`src/rtl/instruction_fetch_unit_if.sv`:
```
// Instruction-memory request/response channel between the fetch stage and imem.
interface instruction_fetch_unit_if;
    logic        ImemReq;
    logic [31:0] ImemAddr;
    logic        ImemValid;
    logic [31:0] ImemData;

    modport master (output ImemReq, output ImemAddr, input ImemValid, input ImemData);
    modport slave  (input ImemReq, input ImemAddr, output ImemValid, output ImemData);
endinterface

```
`src/rtl/instruction_fetch_unit.sv`:
```
// Fetch stage with IF/ID register, one-entry skid buffer and branch redirect/flush.
module instruction_fetch_unit #(
    parameter logic [31:0] RESET_PC = 32'h0000_0000
) (
    input  logic                           clk,
    input  logic                           reset,
    instruction_fetch_unit_if.master       imem,
    input  logic                           Stall,
    input  logic                           BranchTaken,
    input  logic [31:0]                    BranchTarget,
    output logic [31:0]                    Instr,
    output logic [31:0]                    InstrPC,
    output logic                           InstrValid,
    output logic [5:0]                     Op,
    output logic [5:0]                     Funct
);
    typedef enum logic [1:0] {S_FETCH, S_DROP, S_SKID} state_t;

    state_t      r_state, w_state_n;
    logic [31:0] r_pc, w_pc_n;
    logic [31:0] r_drop_addr, w_drop_addr_n;
    logic [31:0] r_instr, w_instr_n;
    logic [31:0] r_instr_pc, w_instr_pc_n;
    logic        r_instr_valid, w_instr_valid_n;
    logic [31:0] r_skid_data, w_skid_data_n;
    logic [31:0] r_skid_pc, w_skid_pc_n;

    logic        w_accept;
    logic [31:0] w_target;
    logic [31:0] w_pc_plus4;

    assign w_accept   = ~r_instr_valid | ~Stall;
    assign w_target   = BranchTarget & ~32'd3;
    assign w_pc_plus4 = r_pc + 32'd4;

    always_ff @(posedge clk) begin
        if (reset) begin
            r_state       <= S_FETCH;
            r_pc          <= RESET_PC;
            r_drop_addr   <= '0;
            r_instr       <= '0;
            r_instr_pc    <= '0;
            r_instr_valid <= 1'b0;
            r_skid_data   <= '0;
            r_skid_pc     <= '0;
        end else begin
            r_state       <= w_state_n;
            r_pc          <= w_pc_n;
            r_drop_addr   <= w_drop_addr_n;
            r_instr       <= w_instr_n;
            r_instr_pc    <= w_instr_pc_n;
            r_instr_valid <= w_instr_valid_n;
            r_skid_data   <= w_skid_data_n;
            r_skid_pc     <= w_skid_pc_n;
        end
    end

    always_comb begin
        w_state_n       = r_state;
        w_pc_n          = r_pc;
        w_drop_addr_n   = r_drop_addr;
        w_instr_n       = r_instr;
        w_instr_pc_n    = r_instr_pc;
        w_instr_valid_n = r_instr_valid;
        w_skid_data_n   = r_skid_data;
        w_skid_pc_n     = r_skid_pc;

        unique case (r_state)
            S_FETCH: begin
                if (BranchTaken) begin
                    w_pc_n = w_target;
                    if (!imem.ImemValid) begin
                        // Request still outstanding: remember its address so it stays stable.
                        w_drop_addr_n = r_pc;
                        w_state_n     = S_DROP;
                    end
                end else if (imem.ImemValid) begin
                    w_pc_n = w_pc_plus4;
                    if (w_accept) begin
                        w_instr_n       = imem.ImemData;
                        w_instr_pc_n    = w_pc_plus4;
                        w_instr_valid_n = 1'b1;
                    end else begin
                        w_skid_data_n = imem.ImemData;
                        w_skid_pc_n   = w_pc_plus4;
                        w_state_n     = S_SKID;
                    end
                end else if (w_accept) begin
                    w_instr_valid_n = 1'b0;
                    w_instr_n       = '0;
                end
            end
            S_DROP: begin
                if (imem.ImemValid) w_state_n = S_FETCH;
                if (BranchTaken)    w_pc_n    = w_target;
            end
            S_SKID: begin
                if (BranchTaken) begin
                    w_pc_n    = w_target;
                    w_state_n = S_FETCH;
                end else if (!Stall) begin
                    w_instr_n       = r_skid_data;
                    w_instr_pc_n    = r_skid_pc;
                    w_instr_valid_n = 1'b1;
                    w_state_n       = S_FETCH;
                end
            end
            default: w_state_n = S_FETCH;
        endcase

        // A redirect flushes IF/ID regardless of state or stall.
        if (BranchTaken) begin
            w_instr_valid_n = 1'b0;
            w_instr_n       = '0;
        end
    end

    always_comb begin
        imem.ImemReq  = ~reset & (r_state != S_SKID);
        imem.ImemAddr = (r_state == S_DROP) ? r_drop_addr : r_pc;
        Instr         = r_instr;
        InstrPC       = r_instr_pc;
        InstrValid    = r_instr_valid;
        Op            = r_instr[31:26];
        Funct         = r_instr[5:0];
    end
endmodule

```
`src/flat_wrapper.sv`:
```
// flat-port wrapper written by rule: the top's interface ports become plain ports
module instruction_fetch_unit_flat 
#(
    parameter logic [31:0] RESET_PC = 32'h0000_0000
)
  (clk, reset, Stall, BranchTaken, BranchTarget, Instr, InstrPC, InstrValid, Op, Funct, imem_ImemReq, imem_ImemAddr, imem_ImemValid, imem_ImemData);
  instruction_fetch_unit_if imem_i ();
  input  logic clk;
  input  logic reset;
  input  logic Stall;
  input  logic BranchTaken;
  input  logic [31:0] BranchTarget;
  output logic [31:0] Instr;
  output logic [31:0] InstrPC;
  output logic InstrValid;
  output logic [5:0] Op;
  output logic [5:0] Funct;
  output wire logic [$bits(imem_i.ImemReq)-1:0] imem_ImemReq;
  output wire logic [$bits(imem_i.ImemAddr)-1:0] imem_ImemAddr;
  input wire logic [$bits(imem_i.ImemValid)-1:0] imem_ImemValid;
  input wire logic [$bits(imem_i.ImemData)-1:0] imem_ImemData;
  assign imem_ImemReq = imem_i.ImemReq;
  assign imem_ImemAddr = imem_i.ImemAddr;
  assign imem_i.ImemValid = imem_ImemValid;
  assign imem_i.ImemData = imem_ImemData;
  instruction_fetch_unit #(.RESET_PC(RESET_PC)) u_core (.clk(clk), .reset(reset), .imem(imem_i), .Stall(Stall), .BranchTaken(BranchTaken), .BranchTarget(BranchTarget), .Instr(Instr), .InstrPC(InstrPC), .InstrValid(InstrValid), .Op(Op), .Funct(Funct));
endmodule
```
`config.mk`:
```
export PLATFORM = sky130hd
export DESIGN_NAME = instruction_fetch_unit_flat
export DESIGN_NICKNAME = d
export VERILOG_FILES = /design/src/rtl/instruction_fetch_unit_if.sv /design/src/rtl/instruction_fetch_unit.sv /design/src/flat_wrapper.sv
export SDC_FILE = /design/constraint.sdc
export NUM_CORES = 1
export LEC_CHECK = 0
export CORE_ASPECT_RATIO = 1.25
export CORE_UTILIZATION = 54
export CTS_BUF_LIST = sky130_fd_sc_hd__clkbuf_4 sky130_fd_sc_hd__clkbuf_8
export DETAILED_ROUTE_END_ITERATION = 12
export HOLD_SLACK_MARGIN = 0.15
export PLACE_DENSITY = 0.89
export SLEW_MARGIN = 40
export SYNTH_ARGS = -nofsm -noshare
export SYNTH_HDL_FRONTEND = slang
export SYNTH_SLANG_ARGS = --single-unit
```
`constraint.sdc`:
```
create_clock -name clk -period 2.96 [get_ports clk]
set_clock_uncertainty 0.05 [all_clocks]
set_input_delay 0.74 -clock clk [delete_from_list [all_inputs] [get_ports clk]]
set_output_delay 0.74 -clock clk [all_outputs]
set_load 0.01 [all_outputs]
```
======== Word level (Yosys, flattened, before mapping) ========
Index checks and enable logic that the tools add are counted.
storage, ports and cells
  bits in registers ....................... 195
  input port bits ......................... 69
  output and inout port bits .............. 110
  logic and storage cells ................. 71
operators by class
  $add $sub $neg .......................... 1
  equality and inequality tests ........... 14
  mux-type cells .......................... 29
  bitwise logic cells ..................... 8
  reductions and logical operators ........ 11
operators with widths
  cell                                                  count
  two-way mux 32 bit                                    13
  case mux 32 bit (2 select lines)                      3
  adder 32 x 3 -> 32 bit (second input constant)        1
  two-way mux 2 bit                                     7
  != test 2 bit (second input constant)                 6
  != test 3 bit (second input constant)                 4
  AND reduction 3 bit                                   3
  NOT 1 bit                                             6
  case mux 2 bit (3 select lines)                       1
  AND reduction 6 bit                                   1
  AND reduction 5 bit                                   1
  two-way mux 1 bit                                     4
  != test 2 x 1 -> 1 bit (second input constant)        2
  AND reduction 4 bit                                   1
  nonzero test 2 bit                                    2
  OR reduction 2 bit                                    2
  equality test 2 x 1 -> 1 bit (second input constant)  1
  equality test 2 bit (second input constant)           1
  zero test 2 bit                                       1
  case mux 1 bit (2 select lines)                       1
  AND 1 bit                                             1
  bitwise OR 1 bit                                      1

======== Depth between registers and ports, before layout ========
Gate-level depths: netlist (run 1).
  depth in word-level cells ............... 6
  depth in mapped cells ................... 10
  gate-level depth less buffers ........... 7

======== Worst setup path before layout (run 1) ========
OpenSTA, ideal clock, no wires.
  path kind ............................... reg2out
  start ................................... reg u_core.r_state[1]
  end ..................................... out imem_ImemAddr[10]
  arrival time ............................ 1.585 ns
  data required time ...................... 2.170 ns
  slack ................................... 0.585 ns
  cell stages (with the launch flop) ...... 6
  buffers on the path ..................... 2
  cells stage by stage .................... dfxtp_1 inv_1 ha_1 clkbuf_1 buf_1 mux2_2
on the way
  word-level cells in the longest chain between the ends .. 2
ends and longest elaborated chain
  item                          RTL line                       RTL
  start: declaration            instruction_fetch_unit.sv:19   state_t r_state, w_state_n;
  start signal: assignment      instruction_fetch_unit.sv:47   r_state <= w_state_n;
  equality test 2 x 1 -> 1 bit  instruction_fetch_unit.sv:120  imem.ImemAddr = (r_state == S_DROP) ? r_drop_addr : r_pc;
  two-way mux 32 bit            instruction_fetch_unit.sv:120
  end: declaration              flat_wrapper.sv:19             output wire logic [$bits(imem_i.ImemAddr)-1:0] imem_ImemAddr;
Every way passes these cells.

======== Worst setup path after layout (run 1) ========
  start ................................... reg u_core.r_state[1]
  end ..................................... out imem_ImemAddr[18]
The elaborated chain is that of the path after synthesis.

==> results of run 1 <==
==> critical path, stage by stage, from the launching register on <==
cell                              delay (ps)
sky130_fd_sc_hd__dfxtp_2                 350
sky130_fd_sc_hd__inv_2                    90
sky130_fd_sc_hd__ha_4                    180
sky130_fd_sc_hd__buf_12                  180
sky130_fd_sc_hd__mux2_2                  360
sky130_fd_sc_hd__clkdlybuf4s50_1         480
==> area by class of cell <==
| type | instances | area [µm²] |
|---|---|---|
| inverter | 14 | 52.55 |
| multi-input combinational | 825 | 4716 |
| tap | 216 | 270.3 |
| timing repair buffer | 201 | 2042 |
| clock inverter | 10 | 117.6 |
| sequential | 187 | 3746 |
| clock buffer | 20 | 269.0 |
| fill | 1262 | 5117 |
==> sequential cells by signal, summed over array words and instances (netlist names) <==
name and count:
u_core.Instr 32, u_core.r_skid_data 32, u_core.InstrPC 30, u_core.r_drop_addr 30, u_core.r_pc 30, u_core.r_skid_pc 30, u_core.r_state 2, u_core.InstrValid 1
==> final timing paths <==
check                                            start                endpoint  slack (ps)  cells past startpoint
worst max register to register       u_core.r_state[0]    u_core.r_skid_pc[18]         500                      7
worst max-delay path                 u_core.r_state[1]       imem_ImemAddr[18]          60                      5
worst min register to register  u_core.r_skid_data[26]  u_core.r_skid_data[26]         410                      2
worst min-delay path            u_core.r_skid_data[26]  u_core.r_skid_data[26]         410                      2
==> kinds of logic (layout without fill, tap and decap cells) <==
logic type	Yosys count	in the layout	share of synthesized area (%)
XOR/XNOR	21	21	2.022
multiplexers	26	26	3.205
AND/OR/NAND/NOR	468	468	24.72
buffers and inverters	136	245	7.593
other	1	4	0.04123
AO/OA/AOI/OAI	301	301	20.58
adder cells (fa/ha/maj)	5	5	0.6878
flip-flops	187	187	41.16
==> cells in the mapped netlist, drive strengths merged (2+ instances only) <==
master | n | area share [%]
o31a | 2 | 0.21
o221a | 9 | 1.1
nand2b | 13 | 0.89
dfxtp | 187 | 41
a21boi | 3 | 0.25
clkbuf | 67 | 3.1
nor2 | 103 | 4.4
o21ai | 31 | 1.7
a2111oi | 2 | 0.19
xor2 | 11 | 1.1
a311oi | 3 | 0.29
and3 | 38 | 2.6
a21oi | 150 | 8.3
nand3b | 3 | 0.25
or2 | 5 | 0.34
and4 | 6 | 0.59
mux2 | 25 | 3.1
and2 | 4 | 0.29
nand4 | 15 | 1.0
inv | 13 | 0.54
nand4b | 3 | 0.29
o22ai | 7 | 0.48
nand3 | 24 | 1.7
nor3b | 2 | 0.22
buf | 55 | 3.9
a22oi | 2 | 0.17
o211ai | 13 | 1.1
ha | 5 | 0.69
or3 | 3 | 0.26
o32ai | 2 | 0.19
a221oi | 3 | 0.36
nor4 | 7 | 0.95
nand2 | 207 | 8.5
xnor2 | 10 | 0.96
a211oi | 53 | 4.4
o221ai | 5 | 0.48
nor3 | 34 | 2.3
a31oi | 8 | 0.62
==> repair_timing <==
item                       CTS  global route
setup endpoints to repair   30             6
cloned                       1             0
gates resized for setup     15             6
setup buffers                0             0
pin swaps                    0             0
==> power by group <==
part	leakage, nW	internal, mW	switching [mW]	total, mW
clock network	0.199	0.799	0.910	1.71
logic	2.27	0.694	0.791	1.48
registers	1.52	2.67	0.182	2.85
==> metrics by stage <==
stage	total power, mW	util [%]	cells	worst slack (ps)
after floorplan	3.749	-	1148	584.8
after global placement	4.316	65.94	1442	-169.0
after detailed placement	4.354	65.97	1442	150.6
after CTS	6.049	68.57	1473	4.241
after global routing	6.310	68.66	1473	-4.780
final	6.047	68.66	1473	58.59
==> layout by cell type, fill, tap and decap left out, drive strengths merged, types with 15 or more instances in the layout <==
cell	n
inv	15
nor2	103
clkbuf	20
o21ai	31
clkdlybuf4s50	157
nand3	24
nor3	34
nand2	207
dfxtp	187
a21oi	150
buf	29
a211oi	53
nand4	15
mux2	25
and3	38
==> per-layer routing <==
layer	vias to the layer above	share of wire (%)	wire length, µm
met1	4073	41	10140
met2	446	49	12210
li1	4183	-	-
met4	0	2.9	716
met3	66	7.1	1750
met5	-	0	0
==> impl.org, run 1 <==
** Logic synthesis
- Sequential cells were found to cover around 41% of the synthesized design area.
- Averaged over all synthesized cells, the footprint is between 7 and 8 µm².
- Of all flip-flops after synthesis, the portion carrying an async set or reset was 0%.
- Yosys synthesis warning count :: 0
- Total of flip-flops plus latches after synthesis :: 187
- The netlist uses 72 different library cells.
- Area of the mapped netlist :: 9096 µm²
- Most used flip-flop cell after synthesis :: sky130_fd_sc_hd__dfxtp_1
- Synthesized instance count :: 1145
- Number of enable flip-flop cells after synthesis :: 0

** STA
- After layout, the minimum clock period comes to 2901 ps.
- Setup violations remaining at the end of the flow were counted as 0.
- Final Hold Vio Count :: 0
- After layout, the worst path uses a little over nine tenths of the clock period.
- Slew headroom :: 48.80%
- Transition time of the tightest slew-check pin :: 768.0 ps
- Sum Neg Setup Slack :: 0 ps
- Worst hold margin :: 405.9 ps
- The number of max-slew violations in the final report came to 0.
- Timing would allow up to ~340 MHz.

** Place
- DP Wirelength :: 16110 µm
- The count of buffers added on input and output ports is approximately 170.
- In this run the cell area measured after placement is 10770 µm².
- The congestion estimate from routability-driven global placement came to 0.9878.

** Die
- In this run the core area contains 52 standard-cell rows.
- Area of the die :: around 17000 µm²
- From left edge to right edge, the die measures 118.1 µm.
- IO Pins :: 179
- The floorplan step defined a core boundary enclosing 16330 µm².
- From bottom edge to top edge, the die measures between 100 and 150 µm.
- For this configuration, the core starts out at a cell density of 55.70%.

** Status
- The flow ran to the end, and the final reports show no timing, DRC or antenna violations.

** Drt
- In the final routed layout, each cell accounts on average for 16.85 µm.
- First drt pass iteration count :: 5
- After detailed routing, the number of remaining DRC violations is 0.
- The detail route stage leaves a number of antenna-violating nets equal to 0.
- Per-cell via count in the routed design :: just under 6
- The routed layout has 8768 vias.
- The routed design has 24820 µm of wire.
- In this run, the number of DRC markers left after iteration 0 of detailed routing was about 1100.

** Global routing
- All-layer global routing usage :: 28.55%
- For met2 alone, demand over resource in global routing was 48.32%.
- M1 GR Usage :: a little over a third
- Via count of the first global-routing pass :: 8102
- Overflow left after global routing :: 0
- For this run, global-route usage on met3 was measured as 4.697%.
- Entering global routing, the biggest net connects 159 pins.
- The first global-routing pass estimated 40230 µm of wire.
- Busiest metal layer after global routing :: met2
- Antenna violations before repair :: 0

** Pwr
- IR drop worst, VDD :: 313.7 µV
- Leakage power :: 3.993 nW
- Power spread over the standard cell area amounts to 539.3 nW/µm².

** Clock network
- The longest clock path from root to sink contains 2 buffers.
- H-Tree Level Count :: 4
- TritonCTS built the clock tree.
- Clock sink count :: 187
- Clock-pin slew was measured on the worst setup and hold paths at 90 ps.
- In this run, post-CTS hold repair placed 0 buffers.
- Library cell used as clock root buffer :: sky130_fd_sc_hd__clkbuf_8
- Clock latency at the later pin of the worst-skew pair :: between 400 and 500 ps
- In this run, CTS created clock tree buffers numbering 17.

** Worst setup path
- STA classifies the critical path startpoint as a flip-flop.
- At the worst endpoint, the arrival time is 2110 ps.
- Startpoint-to-endpoint class of the critical path :: flip-flop to output port
- At the worst endpoint, the required time is 2170 ps.
- In this run the worst path has a maximum fanout of 18.
- Sort of element at the end of the critical path :: output port

** Final layout
- The repair_antennas step left the layout with diodes totalling 0.
- Area delta synth->final :: 23.27%
- Of the cells placed in the final design, the portion with a size suffix greater than 1 is 10.58%.
- Layout net count :: 1320
- With fillers left out, the area of the finished cells amounts to 11210 µm².

** Worst hold path
- Hold Crit Class :: flip-flop to flip-flop

** Job
- Max Cap Viol :: 0
Note: power is estimated with default switching activity, not from simulation.
==> inputs of run 2 (changes only) <==
--- a/config.mk
+++ b/config.mk
@@ -6,12 +6,12 @@
 export NUM_CORES = 1
 export LEC_CHECK = 0
 export CORE_ASPECT_RATIO = 1.25
-export CORE_UTILIZATION = 54
+export CORE_UTILIZATION = 25
 export CTS_BUF_LIST = sky130_fd_sc_hd__clkbuf_4 sky130_fd_sc_hd__clkbuf_8
 export DETAILED_ROUTE_END_ITERATION = 12
 export HOLD_SLACK_MARGIN = 0.15
-export PLACE_DENSITY = 0.89
-export SLEW_MARGIN = 40
+export PLACE_DENSITY = 0.51
+export SLEW_MARGIN = 5
 export SYNTH_ARGS = -nofsm -noshare
 export SYNTH_HDL_FRONTEND = slang
 export SYNTH_SLANG_ARGS = --single-unit
==> run 2 against run 1 <==
  * Global-route usage shrank 13 points
  * Final area grew 4.3%
  * Clock-buffer cell count decreased by 2
  * Critical path type unchanged
==> impl.org, run 2 (synthesis gave the netlist of run 1 again) <==
** Die
- The die width is 172.6 µm (was 118.1 µm).
- IO Pins :: 179 (unchanged)
- Initial Utilization :: 25.52% (was 55.70%)
- The height of the die is 215.3 µm (was 147.1 µm).
- The area of the die was 37160 µm² (was 17370 µm²).
- Core Rows :: 77 (was 52)
- The core area was 35650 µm² (was 16330 µm²).

** Pwr
- The net switching share of the total power was 32.62% (was 31.14%).
- The cell-internal power is 4.182 mW (was 4.164 mW).
- Sequential Power Share :: 45.9% (was 47.2%)
- The overall power of the completed layout came to 6.207 mW (was 6.047 mW).
- The combinational fraction of design power came to 24.7% (was 24.6%).
- The share of total power in the clock network came to 29.4% (was 28.3%).
- The largest voltage drop on the vdd net was 312.3 µV (was 313.7 µV).
- Power Dens Cells :: 530.7 nW/µm² (was 539.3 nW/µm²)
- The leakage power of the design is 4.215 nW (was 3.993 nW).
- Switch Pwr :: 2.025 mW (was 1.883 mW)

** Worst setup path
- The critical-path maximum fanout was 6 (was 18).
- The critical path endpoint category is an output port (unchanged).
- Arrival time worst endpoint :: 2060 ps (was 2110 ps)
- Critical Path RT :: 2170 ps (about the same)
- The type of the setup path with the least slack is flip-flop to output port (unchanged).
- Depth of the most critical reg-to-reg path :: 8 (was 7)
- The startpoint kind of the worst setup timing path is a flip-flop (unchanged).

** STA
- The slew at the pin closest to its max-slew limit is 812.7 ps (was 768.0 ps).
- The peak clock frequency supported by timing was 350.9 MHz (was 344.7 MHz).
- Final setup vio count :: 0 (unchanged)
- Share of the clock period used by the worst path after layout :: 96.27% (was 98.02%)
- Worst hold margin :: 404.4 ps (was 405.9 ps)
- Worst-case setup margin in the final layout :: 110.3 ps (was 58.59 ps)
- The worst slew slack as a fraction of its limit is 45.82% (was 48.80%).
- The accumulated negative setup slack was 0 ps (unchanged).
- Clock period minus final worst setup slack :: 2850 ps (was 2901 ps)
- The final number of hold-violating endpoints came to 0 (unchanged).
- RSZ-0062 raised after global routing :: no
- Max-slew violation count :: 0 (unchanged)

** Global routing
- Global-route wire length before repair :: 45830 µm (was 40230 µm)
- Overflow left after global routing :: 0 (unchanged)
- The pin count of the biggest net entering global routing came to 159 (unchanged).
- The via count of the first global-routing pass was 7814 (was 8102).
- The number of antenna violations at the first check in global routing came to 0 (unchanged).
- The global router's overall resource usage was 15.65% (was 28.55%).

** Final layout
- Number of diodes added for antenna fixing :: 0 (unchanged)
- The number of nets at the end of the flow is 1330 (was 1320).
- Utilization after layout :: 32.81% (was 68.66%)
- Area delta synth->final :: 28.57% (was 23.27%)
- Most common cell after layout, fill and taps aside :: sky130_fd_sc_hd__nand2_1 (unchanged)
- The number of inserted filler cells in the final layout is 3813 (was 1262).
- Layout cells sized above 1 :: 11.43% (was 10.58%)
- Most frequent cells in the layout: 207 x sky130_fd_sc_hd__nand2_1, 185 x sky130_fd_sc_hd__dfxtp_1, 150 x sky130_fd_sc_hd__a21oi_1, 144 x sky130_fd_sc_hd__clkdlybuf4s50_1, 98 x sky130_fd_sc_hd__nor2_1 (was 207 x sky130_fd_sc_hd__nand2_1, 185 x sky130_fd_sc_hd__dfxtp_1, 157 x sky130_fd_sc_hd__clkdlybuf4s50_1, 150 x sky130_fd_sc_hd__a21oi_1, 98 x sky130_fd_sc_hd__nor2_1).

** Clock network
- The clock-pin slew of the registers on the worst-case setup and hold paths is 100 ps (was 90 ps).
- Number of hold buffers added after CTS :: 0 (unchanged)
- Number of clock buffers inserted by TritonCTS :: 17 (unchanged)
- The number of buffers between clock root and the deepest sink was 2 (unchanged).
- CTS tree :: done (unchanged)
- Clock latency at the later pin of the worst-skew pair :: 480 ps (was 460 ps)
- Clock sink count :: 187 (unchanged)
- The H-tree depth reported by CTS was 4 (unchanged).
- The root buffer cell is sky130_fd_sc_hd__clkbuf_8 (unchanged).

** Drt
- The number of routed nets with antenna violations came to 0 (unchanged).
- Per-cell via count in the routed design :: 4.780 (was 5.952)
- Via count :: 8331 (was 8768)
- The met2 wirelength from detailed routing is 13590 µm (was 12210 µm).
- Max Used Layer :: met4 (unchanged)
- The remaining routing DRC violations was 0 (unchanged).
- The iteration-0 DRC count of the detailed router is 470 (was 1064).
- The routed wire length on met3 was 1164 µm (was 1750 µm).
- First drt pass iteration count :: 5 (unchanged)
- The wire length on met1 came to 13800 µm (was 10140 µm).
- Post-DR wirelength/cell :: 16.66 µm (was 16.85 µm)
- Detailed Route WL :: 29030 µm (was 24820 µm)

** Place
- Routability congestion estimate :: 0.7888 (was 0.9878)
- The port buffer count was 172 (unchanged).
- The worst setup slack before clock tree synthesis came to 145.4 ps (was 150.6 ps).
- The sum of net half-perimeters after detailed placement was 19470 µm (was 16110 µm).

** Status
- Run status: completed (unchanged).

** Job
- Max Cap Viol :: 0 (unchanged)

** Worst hold path
- Worst hold path stage count :: 2 (unchanged)
- Hold Crit Class :: flip-flop to flip-flop (unchanged)
run 2: cell count changes in the layout (fill, tap and decap cells not counted), moves of 2 or more:
cell / delta
sky130_fd_sc_hd__clkdlybuf4s50_1: -13
sky130_fd_sc_hd__dlymetal6s2s_1: +9
sky130_fd_sc_hd__buf_4: +5
sky130_fd_sc_hd__buf_12: +4
sky130_fd_sc_hd__dlygate4sd2_1: +4
sky130_fd_sc_hd__inv_6: +2
sky130_fd_sc_hd__inv_8: +2
run 2: power by group through the flow:
stage                     combinational [mW]  clock, mW  sequential, mW
final                                   1.53       1.83            2.85
after CTS                               1.55       1.92            2.85
after floorplan                        0.892          0            2.86
after global routing                    1.68       2.03            2.88
after global placement                  1.53          0            2.90
after detailed placement                1.54          0            2.91
run 2: metal layers:
layer | vias to the layer above | global-route usage [%]
li1 | 4225 | -
met1 | 3888 | 21.24
met2 | 194 | 25.08
met3 | 24 | 2.937
met4 | 0 | 4.464
met5 | - | 0
run 2: final timing paths:
path	startpoint	endpoint	slack, ps
worst min register to register	u_core.r_skid_pc[11]	u_core.r_skid_pc[11]	400
worst max register to register	u_core.r_state[0]	u_core.Instr[30]	560
worst min-delay path	u_core.r_skid_pc[11]	u_core.r_skid_pc[11]	400
worst max-delay path	u_core.r_state[1]	imem_ImemAddr[15]	110
run 2: through the flow:
| step | instance area [µm²] | instances |
|---|---|---|
| after floorplan | 9107 | 1148 |
| after global placement | 11180 | 1707 |
| after detailed placement | 11180 | 1707 |
| after CTS | 11620 | 1740 |
| after global routing | 11700 | 1743 |
| final | 11700 | 1743 |
run 2: area by class of cell:
class	instances	area, µm²	area share, %
Clock buffer	18	247.7	2.118
Clock inverter	14	156.4	1.337
Inverter	14	52.55	0.4493
Multi-Input combinational cell	825	4711	40.28
Sequential cell	187	3746	32.03
Tap cell	474	593.1	5.071
Timing Repair Buffer	211	2188	18.71
run 2: timing repair:
item | in CTS | in global routing
pin swaps | 0 | 0
cloned | 1 | 0
setup buffers | 0 | 3
endpoints found under the setup margin | 30 | 18
gates resized for setup | 19 | 16
run 2: worst max-delay path: stages (launching register included):
cell                              delay [ps]
sky130_fd_sc_hd__dfxtp_2                 360
sky130_fd_sc_hd__inv_2                    90
sky130_fd_sc_hd__ha_4                    190
sky130_fd_sc_hd__buf_12                  140
sky130_fd_sc_hd__mux2_2                  340
sky130_fd_sc_hd__clkdlybuf4s50_1         480
